## src/rtl/mem_store_buffer_pkg.sv

```systemverilog
`default_nettype none
// ============================================================================
// mem_store_buffer_pkg : shared types and defaults for the store buffer
// Revision: 1.0
// ============================================================================
package mem_store_buffer_pkg;

  localparam int unsigned SB_DEPTH_LOG2_DEFAULT = 2;

  typedef struct packed {
    logic [29:0] waddr;
    logic [3:0]  sel;
    logic [31:0] data;
  } sb_entry_t;

  typedef enum logic [1:0] {
    PORT_IDLE  = 2'd0,
    PORT_LOAD  = 2'd1,
    PORT_DRAIN = 2'd2
  } port_owner_e;

endpackage
`default_nettype wire

```

## src/rtl/store_buf_fifo.sv

```systemverilog
`default_nettype none
// ============================================================================
// store_buf_fifo : circular entry storage with push/pop and parallel word hit
// Revision: 1.0
// ============================================================================
module store_buf_fifo
  import mem_store_buffer_pkg::*;
#(
  parameter int unsigned DEPTH_LOG2 = SB_DEPTH_LOG2_DEFAULT
) (
  input  logic                       clk,
  input  logic                       rst,
  input  logic                       push_i,
  input  sb_entry_t                  push_entry_i,
  input  logic                       pop_i,
  input  logic [29:0]                lookup_waddr_i,
  output sb_entry_t                  head_entry_o,
  output logic                       full_o,
  output logic                       empty_o,
  output logic [(1<<DEPTH_LOG2)-1:0] hit_vec_o
);

  localparam int unsigned DEPTH = 1 << DEPTH_LOG2;
  // A single-entry buffer still needs a one-bit pointer to index storage.
  localparam int unsigned PTR_W = (DEPTH_LOG2 > 0) ? DEPTH_LOG2 : 1;

  sb_entry_t              mem_q [DEPTH];
  logic [DEPTH-1:0]       valid_q, valid_d;
  logic [PTR_W-1:0]       head_q, head_d;
  logic [PTR_W-1:0]       tail_q, tail_d;
  logic [DEPTH_LOG2:0]    count_q, count_d;

  function automatic logic [PTR_W-1:0] ptr_inc(input logic [PTR_W-1:0] p);
    return (p == PTR_W'(DEPTH - 1)) ? '0 : p + 1'b1;
  endfunction

  always_comb begin
    valid_d = valid_q;
    head_d  = head_q;
    tail_d  = tail_q;
    count_d = count_q;
    if (pop_i) begin
      valid_d[head_q] = 1'b0;
      head_d          = ptr_inc(head_q);
    end
    if (push_i) begin
      valid_d[tail_q] = 1'b1;
      tail_d          = ptr_inc(tail_q);
    end
    case ({push_i, pop_i})
      2'b10:   count_d = count_q + 1'b1;
      2'b01:   count_d = count_q - 1'b1;
      default: count_d = count_q;
    endcase
  end

  always_ff @(posedge clk or posedge rst) begin
    if (rst) begin
      valid_q <= '0;
      head_q  <= '0;
      tail_q  <= '0;
      count_q <= '0;
    end else begin
      valid_q <= valid_d;
      head_q  <= head_d;
      tail_q  <= tail_d;
      count_q <= count_d;
    end
  end

  // Payload needs no reset: the valid bits gate every use of it.
  always_ff @(posedge clk) begin
    if (push_i) begin
      mem_q[tail_q] <= push_entry_i;
    end
  end

  for (genvar i = 0; i < DEPTH; i++) begin : g_hit
    assign hit_vec_o[i] = valid_q[i] && (mem_q[i].waddr == lookup_waddr_i);
  end

  assign head_entry_o = mem_q[head_q];
  assign empty_o      = (count_q == '0);
  assign full_o       = (count_q == (DEPTH_LOG2 + 1)'(DEPTH));

endmodule
`default_nettype wire

```

## src/rtl/mem_store_buffer.sv

```systemverilog
`default_nettype none
// ============================================================================
// mem_store_buffer : posted-write buffer arbitrating the data_ram port
// Revision: 1.0
// ============================================================================
module mem_store_buffer
  import mem_store_buffer_pkg::*;
#(
  parameter int unsigned DEPTH_LOG2 = SB_DEPTH_LOG2_DEFAULT
) (
  input  logic        clk,
  input  logic        rst,
  input  logic        mem_ce_i,
  input  logic        mem_we_i,
  input  logic [31:0] mem_addr_i,
  input  logic [3:0]  mem_sel_i,
  input  logic [31:0] mem_data_i,
  input  logic        sync_i,
  output logic [31:0] mem_data_o,
  output logic        stallreq_o,
  output logic        sb_empty_o,
  output logic        ram_ce_o,
  output logic        ram_we_o,
  output logic [31:0] ram_addr_o,
  output logic [3:0]  ram_sel_o,
  output logic [31:0] ram_data_o,
  input  logic [31:0] ram_data_i
);

  logic                       w_load;
  logic                       w_store;
  logic                       w_hit;
  logic                       w_full;
  logic                       w_empty;
  logic                       w_push;
  logic                       w_pop;
  logic [(1<<DEPTH_LOG2)-1:0] w_hit_vec;
  sb_entry_t                  w_head;
  sb_entry_t                  w_push_entry;
  port_owner_e                w_owner;

  assign w_load  = mem_ce_i && !mem_we_i;
  // Stores with no byte lanes are accepted but never reach the RAM.
  assign w_store = mem_ce_i && mem_we_i && (mem_sel_i != 4'b0000);
  assign w_hit   = |w_hit_vec;

  assign w_push_entry = '{waddr: mem_addr_i[31:2], sel: mem_sel_i, data: mem_data_i};

  store_buf_fifo #(
    .DEPTH_LOG2 (DEPTH_LOG2)
  ) u_fifo (
    .clk            (clk),
    .rst            (rst),
    .push_i         (w_push),
    .push_entry_i   (w_push_entry),
    .pop_i          (w_pop),
    .lookup_waddr_i (mem_addr_i[31:2]),
    .head_entry_o   (w_head),
    .full_o         (w_full),
    .empty_o        (w_empty),
    .hit_vec_o      (w_hit_vec)
  );

  always_comb begin
    w_owner    = PORT_IDLE;
    mem_data_o = 32'h0;
    ram_ce_o   = 1'b0;
    ram_we_o   = 1'b0;
    ram_addr_o = 32'h0;
    ram_sel_o  = 4'b0000;
    ram_data_o = 32'h0;

    // A clean load owns the port; otherwise any queued store drains.
    if (w_load && !w_hit) begin
      w_owner = PORT_LOAD;
    end else if (!w_empty) begin
      w_owner = PORT_DRAIN;
    end

    case (w_owner)
      PORT_LOAD: begin
        ram_ce_o   = 1'b1;
        ram_addr_o = mem_addr_i;
        ram_sel_o  = mem_sel_i;
        mem_data_o = ram_data_i;
      end
      PORT_DRAIN: begin
        ram_ce_o   = 1'b1;
        ram_we_o   = 1'b1;
        ram_addr_o = {w_head.waddr, 2'b00};
        ram_sel_o  = w_head.sel;
        ram_data_o = w_head.data;
      end
      default: ;
    endcase
  end

  assign w_pop      = (w_owner == PORT_DRAIN);
  assign w_push     = w_store && !w_full;
  assign stallreq_o = (w_load && w_hit) || (w_store && w_full) || (sync_i && !w_empty);
  assign sb_empty_o = w_empty;

endmodule
`default_nettype wire

```

## config.mk

```make
export PLATFORM = sky130hd
export DESIGN_NAME = mem_store_buffer
export DESIGN_NICKNAME = d
export VERILOG_FILES = /design/src/rtl/mem_store_buffer_pkg.sv /design/src/rtl/store_buf_fifo.sv /design/src/rtl/mem_store_buffer.sv
export SDC_FILE = /design/constraint.sdc
export NUM_CORES = 1
export LEC_CHECK = 0
export ABC_AREA = 1
export ABC_CLOCK_PERIOD_IN_PS = 7800
export BUFFER_PORTS_ARGS = -buffer_cell sky130_fd_sc_hd__buf_4
export CORE_ASPECT_RATIO = 0.75
export CORE_MARGIN = 3
export CORE_UTILIZATION = 35
export DETAILED_ROUTE_END_ITERATION = 10
export PLACE_DENSITY = 0.66
export SKIP_CTS_REPAIR_TIMING = 1
export SYNTH_ARGS = -nofsm -noshare
export SYNTH_HDL_FRONTEND = slang
export SYNTH_SLANG_ARGS = --single-unit
```

## constraint.sdc

```tcl
create_clock -name clk -period 7.8 [get_ports clk]
set_clock_uncertainty 0.05 [all_clocks]
set_input_delay 0.78 -clock clk [delete_from_list [all_inputs] [get_ports clk]]
set_output_delay 0.78 -clock clk [all_outputs]
set_load 0.02 [all_outputs]
```

======== Yosys cells after proc, flatten, opt, wreduce, memory -nomap -nowiden ========
Memories as Yosys holds them, arrays and structs flattened.
Cells that the tools add are included.
storage, ports and cells
  register bits ........................... 11
  memory bits (writable) .................. 264
  bits of input ports ..................... 105
  output and inout port bits .............. 104
  logic and storage cells ................. 71
  memories ................................ 1
memory list
  name          depth  width  read ports  clocked after memory_dff  wr ports  RTL line              source
  u_fifo.mem_q  4      66     5           0                         1         store_buf_fifo.sv:27  sb_entry_t mem_q [DEPTH];
cells by class
  add/subtract/negate cells ............... 4
  magnitude comparators ................... 4
  eq/ne operators ......................... 11
  mux-type cells .......................... 19
  bitwise logic cells ..................... 3
  reductions and logical operators ........ 25
operator list
  cell                   number
  $eq A30 B30 Y1         4
  $mux W32               2
  $pmux W32 S2           1
  $logic_and A1 B1 Y1    14
  $eq A2 B2 Y1 const B   4
  $mux W2                4
  $mux W4                2
  $pmux W4 S2            1
  $lt A2 B3 Y1 const B   2
  $mux W1                6
  $pmux W3 S2            1
  $add A2 B1 Y2 const B  2
  $and A4 B4 Y4          1
  $demux W1 S2           2
  $eq A2 B1 Y1 const B   2
  $ge A2 B1 Y1 const B   2
  $logic_not A1 Y1       4
  $not A4 Y4             1
  $or A4 B4 Y4           1
  $reduce_bool A4 Y1     1
  $reduce_or A4 Y1       1
  $add A3 B1 Y3 const B  1
  $eq A3 B3 Y1 const B   1
  $logic_not A3 Y1       1
  other kinds (4)        5

======== Depth between registers and ports, before layout ========
  depth in word-level cells ............... 10
  gate-level depth with buffers ........... 20

======== By module ========
Synthesis repeated with hierarchy kept, for this count alone.
second synthesis, totals
  cells, all modules ...................... 1547
  area total of the unflattened synthesis .. 13709.4 µm²
modules (own cells, without submodules)
  module            times used  cells each  area each (µm²)
  store_buf_fifo    1           1274        12548.3
  mem_store_buffer  1           273         1161.1

======== Worst setup path before layout ========
Ideal clock, no wire load.
  path type ............................... input -> register
  start point ............................. input port mem_sel_i[1]
  end point ............................... memory u_fifo.mem_q[0][0] (netlist name), enable pin
  arrival time ............................ 2731 ps
  required time ........................... 7330 ps
  slack ................................... 4599 ps
  stages on the path ...................... 5
  buffers on the path ..................... 0
  path through ............................ or4_1 nand3_1 a21oi_1 nand2_1 inv_1
on the way
  word-level cells in the longest chain between the ends .. 5
RTL lines
  element                        RTL line                source
  start: declaration             mem_store_buffer.sv:16  input logic [3:0] mem_sel_i,
  $reduce_bool A4 Y1             mem_store_buffer.sv:44  assign w_store = mem_ce_i && mem_we_i && (mem_sel_i != 4'b0000);
  $logic_and A1 B1 Y1            mem_store_buffer.sv:44
  $logic_and A1 B1 Y1            mem_store_buffer.sv:99  assign w_push = w_store && !w_full;
  $mux W1                        store_buf_fifo.sv:73    if (push_i) begin
  $mux W1 (not written as such)  store_buf_fifo.sv:74    mem_q[tail_q] <= push_entry_i;
  end: declaration               store_buf_fifo.sv:27
No other way between the ends.

==> impl_metrics.yaml <==
layout:
  nNetsFinal: 1798
  diodes: 0
  drive_gt1_share_pct: 17.11
  stdcell_count: 2211
  area_delta_synth_final_pct: 22.26
worst_setup_path:
  cp_slowest_cell: "nand2_4"
  cp.required_ns: 6.97
  slowest_delay_ns: 0.57
  worst_setup_path_start_kind: "flop"
  crit_type: "flop to primary output"
  worstPathArrival_ns: 3.85
  end_kind: "primary output"
  cpMostUsedCell: "nand2_1"
  critical_path_buf_inv_count: 3
  path_cells: "inv_1, o21ai_0, nor2_1, nand2_1, nor2_1, nand2_1, nor2_1, nor2_2, nand3_4, nand2_4, inv_4, nand2_1, nand2_1, buf_4"
  critPathTopFamily: "simple AND/OR/NAND/NOR gates"
  worstPathMaxFanout: 42
placed_design:
  gp_congestion: 0.9548
  dp_hpwl_um: 25840
  place_inst: 2155
  place.port_buffers: 208
sta:
  setup_tns_ns: 0
  hold_violations: 0
  min_period_ns: 4.676
  maxSlewHeadroom_pct: 24.48
  rsz0062_at_grt: "no"
  fmax_ghz: 0.2139
  maxSlewViolCount: 0
  setup_violations: 0
  fin_crit_sh_pct: 59.95
  worstMarginPinSlew_ns: 1.133
yosys:
  synthesis.nets: 1612
  netlist_instances: 1497
  seq_area_frac_synth_pct: 61.16
  ys_warn_count: 0
  yosys.area_share.simple_pct: 19.65
  synthesis.area_um2: 13410
  synthTopCellsByArea: "edfxtp_1 59%, nand2_1 12%, nor2_1 7.3%"
  synthAdderAreaFrac_pct: 0.9889
  synth.top_cell.area_share_pct: 59.11
  synth_compound_area_share_pct: 10.42
  ys_ff_latch: 275
  synth.area.mux_share_pct: 0
  syn_avg_cell_area_um2: 8.959
  synth_cell_type_count: 26
  yosysTopAreaCell: "edfxtp_1"
  yosys.area_share.xor_xnor_pct: 1.045
  synth_top_family_by_area: "simple AND/OR/NAND/NOR gates"
drt:
  totalWireLength_um: 39500
  via_count: 10760
  drtAntennaViolNets: 0
  routed_via_density: 4.868
  post_drt_wl_per_cell_um: 17.87
  drc_errors: 0
  drt_iter0_markers: 988
  drtPass1Iterations: 5
cts:
  htree_levels: 1
  numClockSinks: 275
  cts_buffers: 30
  cts.clk_slew.worst_paths_ns: 0.07
  cts_tree: "built"
  cts_buffer_depth: 3
  clk_latency_ns: 0.57
  root_buffer: "clkbuf_16"
outcome:
  status: "complete, no violations"
power:
  p_int_w: 0.003327
  switching_power_w: 0.002089
  vdd_drop_max_mv: 0.2113
  pwr-share-comb_pct: 37.9
  clkPwrFrac_pct: 26.7
  cellLeakagePower_nw: 7.029
  p_seq_share_pct: 35.4
  powerDensity_nw_per_um2: 330.3
  swShare_pct: 38.57
global_routing:
  grt_max_degree: 104
  grt-ovfl-total: 0
  grt_pass1_vias: 10370
  antenna_found_initial: 2
  grt_util_all_layers_pct: 18.93
  grt_first_pass_wirelength_um: 59690
floorplanning:
  rows: 61
  initial_core_util_pct: 35.86
  die_h_um: 175.5
  fp.coreArea_um2: 37400
  ios: 209
  die_area_um2: 40730
  die_w_um: 232.0
min_path:
  hold_class: "primary input to async pin"
job:
  maxCapViolations: 0
==> through the flow <==
step | total power, W | area (um^2) | setup WS [ns] | utilization (%) | hold WS (ns)
floorplan | 0.003192 | 13410 | 4.599 | - | 0.3856
global placement | 0.003990 | 15390 | 3.229 | 41.16 | 0.4291
detailed placement | 0.004013 | 15390 | 3.173 | 41.16 | 0.4326
CTS | 0.005461 | 16400 | 3.132 | 43.84 | 0.1584
global route | 0.005744 | 16400 | 2.773 | 43.84 | 0.2085
finish | 0.005417 | 16400 | 3.124 | 43.84 | 0.1667
==> layout by cell type, fill, tap and decap left out, drive strengths merged <==
cell,Yosys,layout
nand2,415,415
edfxtp,264,264
nor2,262,262
buf,25,216
o21ai,184,184
inv,166,166
a21oi,89,89
clkbuf,37,37
clkinv,0,13
xnor2,12,12
nand3,11,11
dfrtp,11,11
ha,9,9
o22ai,5,5
xor2,4,4
bufinv,0,4
clkinvlp,0,2
or2,1,1
or4,1,1
fa,1,1
==> logic make-up after synthesis <==
group	Yosys count
adders and majority gates	10
AOI/OAI and AO/OA	278
xor gates and xnor gates	16
and+or+nand+nor	690
DFF	275
buffers and inverters	228
==> cell usage after synthesis <==
library cell,instances
inv_2,16
inv_1,149
dfrtp_1,11
clkbuf_2,1
nand3_1,10
nor2_2,2
o21ai_1,5
nand3_4,1
nand2_4,1
clkbuf_1,36
o22ai_1,5
ha_1,9
fa_1,1
buf_6,3
or4_1,1
xor2_1,4
o21ai_0,179
buf_1,5
edfxtp_1,264
xnor2_1,12
buf_2,17
or2_2,1
nand2_1,414
nor2_1,260
a21oi_1,89
inv_4,1
==> worst reg2reg max path, delay by kind of cell, from the launching register on <==
kind	cells	cell delay [ns]
flops	1	0.43
buf+inv	2	0.64
simple gates	9	1.52
compound gates	3	0.52
xor+xnor	1	0.14
fa+ha+maj	2	0.62
==> cell type report <==
type | instances | area, um^2
clock inverters | 19 | 217.7
well taps | 504 | 630.6
multi-input cells | 994 | 4305
flip-flops and latches | 275 | 8208
clock buffers | 37 | 787.0
inverters | 166 | 626.9
repair buffers | 216 | 1622
fillers | 3634 | 21000
==> power groups by stage <==
stage / combinational, W / clock (W) / sequential, W
2_1_floorplan: 0.00132 / 0 / 0.00187
5_1_grt: 0.00228 / 0.00153 / 0.00194
3_3_place_gp: 0.00205 / 0 / 0.00194
3_5_place_dp: 0.00207 / 0 / 0.00194
4_1_cts: 0.00207 / 0.00147 / 0.00191
6_report: 0.00205 / 0.00145 / 0.00192
==> state kept, by name, indices dropped and copies added (netlist names) <==
register / count
u_fifo.head_q: 2
u_fifo.tail_q: 2
u_fifo.count_q: 3
u_fifo.valid_q: 4
u_fifo.mem_q: 264
==> per-layer routing <==
| metal | part of all wire (%) | GRT usage (%) |
|---|---|---|
| met4 | 1.9 | 3.664 |
| met5 | 0.058 | 0 |
| met1 | 45 | 27.20 |
| met3 | 9.8 | 5.156 |
| met2 | 44 | 28.92 |
==> path summary, 6_finish.rpt <==
path | start | endpoint | slack [ns] | depth (start not counted)
max | u_fifo.mem_q[2][40] | ram_addr_o[24] | 3.12 | 14
min | rst | u_fifo.count_q[1] | 0.17 | 2
max reg2reg | u_fifo.mem_q[2][65] | u_fifo.count_q[2] | 3.74 | 17
min reg2reg | u_fifo.valid_q[1] | u_fifo.valid_q[1] | 0.45 | 2
max in group asynchronous | rst | u_fifo.head_q[0] | 7.19 | 2
min in group clk | mem_data_i[0] | u_fifo.mem_q[1][0] | 0.35 | 1
Note: power is estimated with default switching activity, not from simulation.
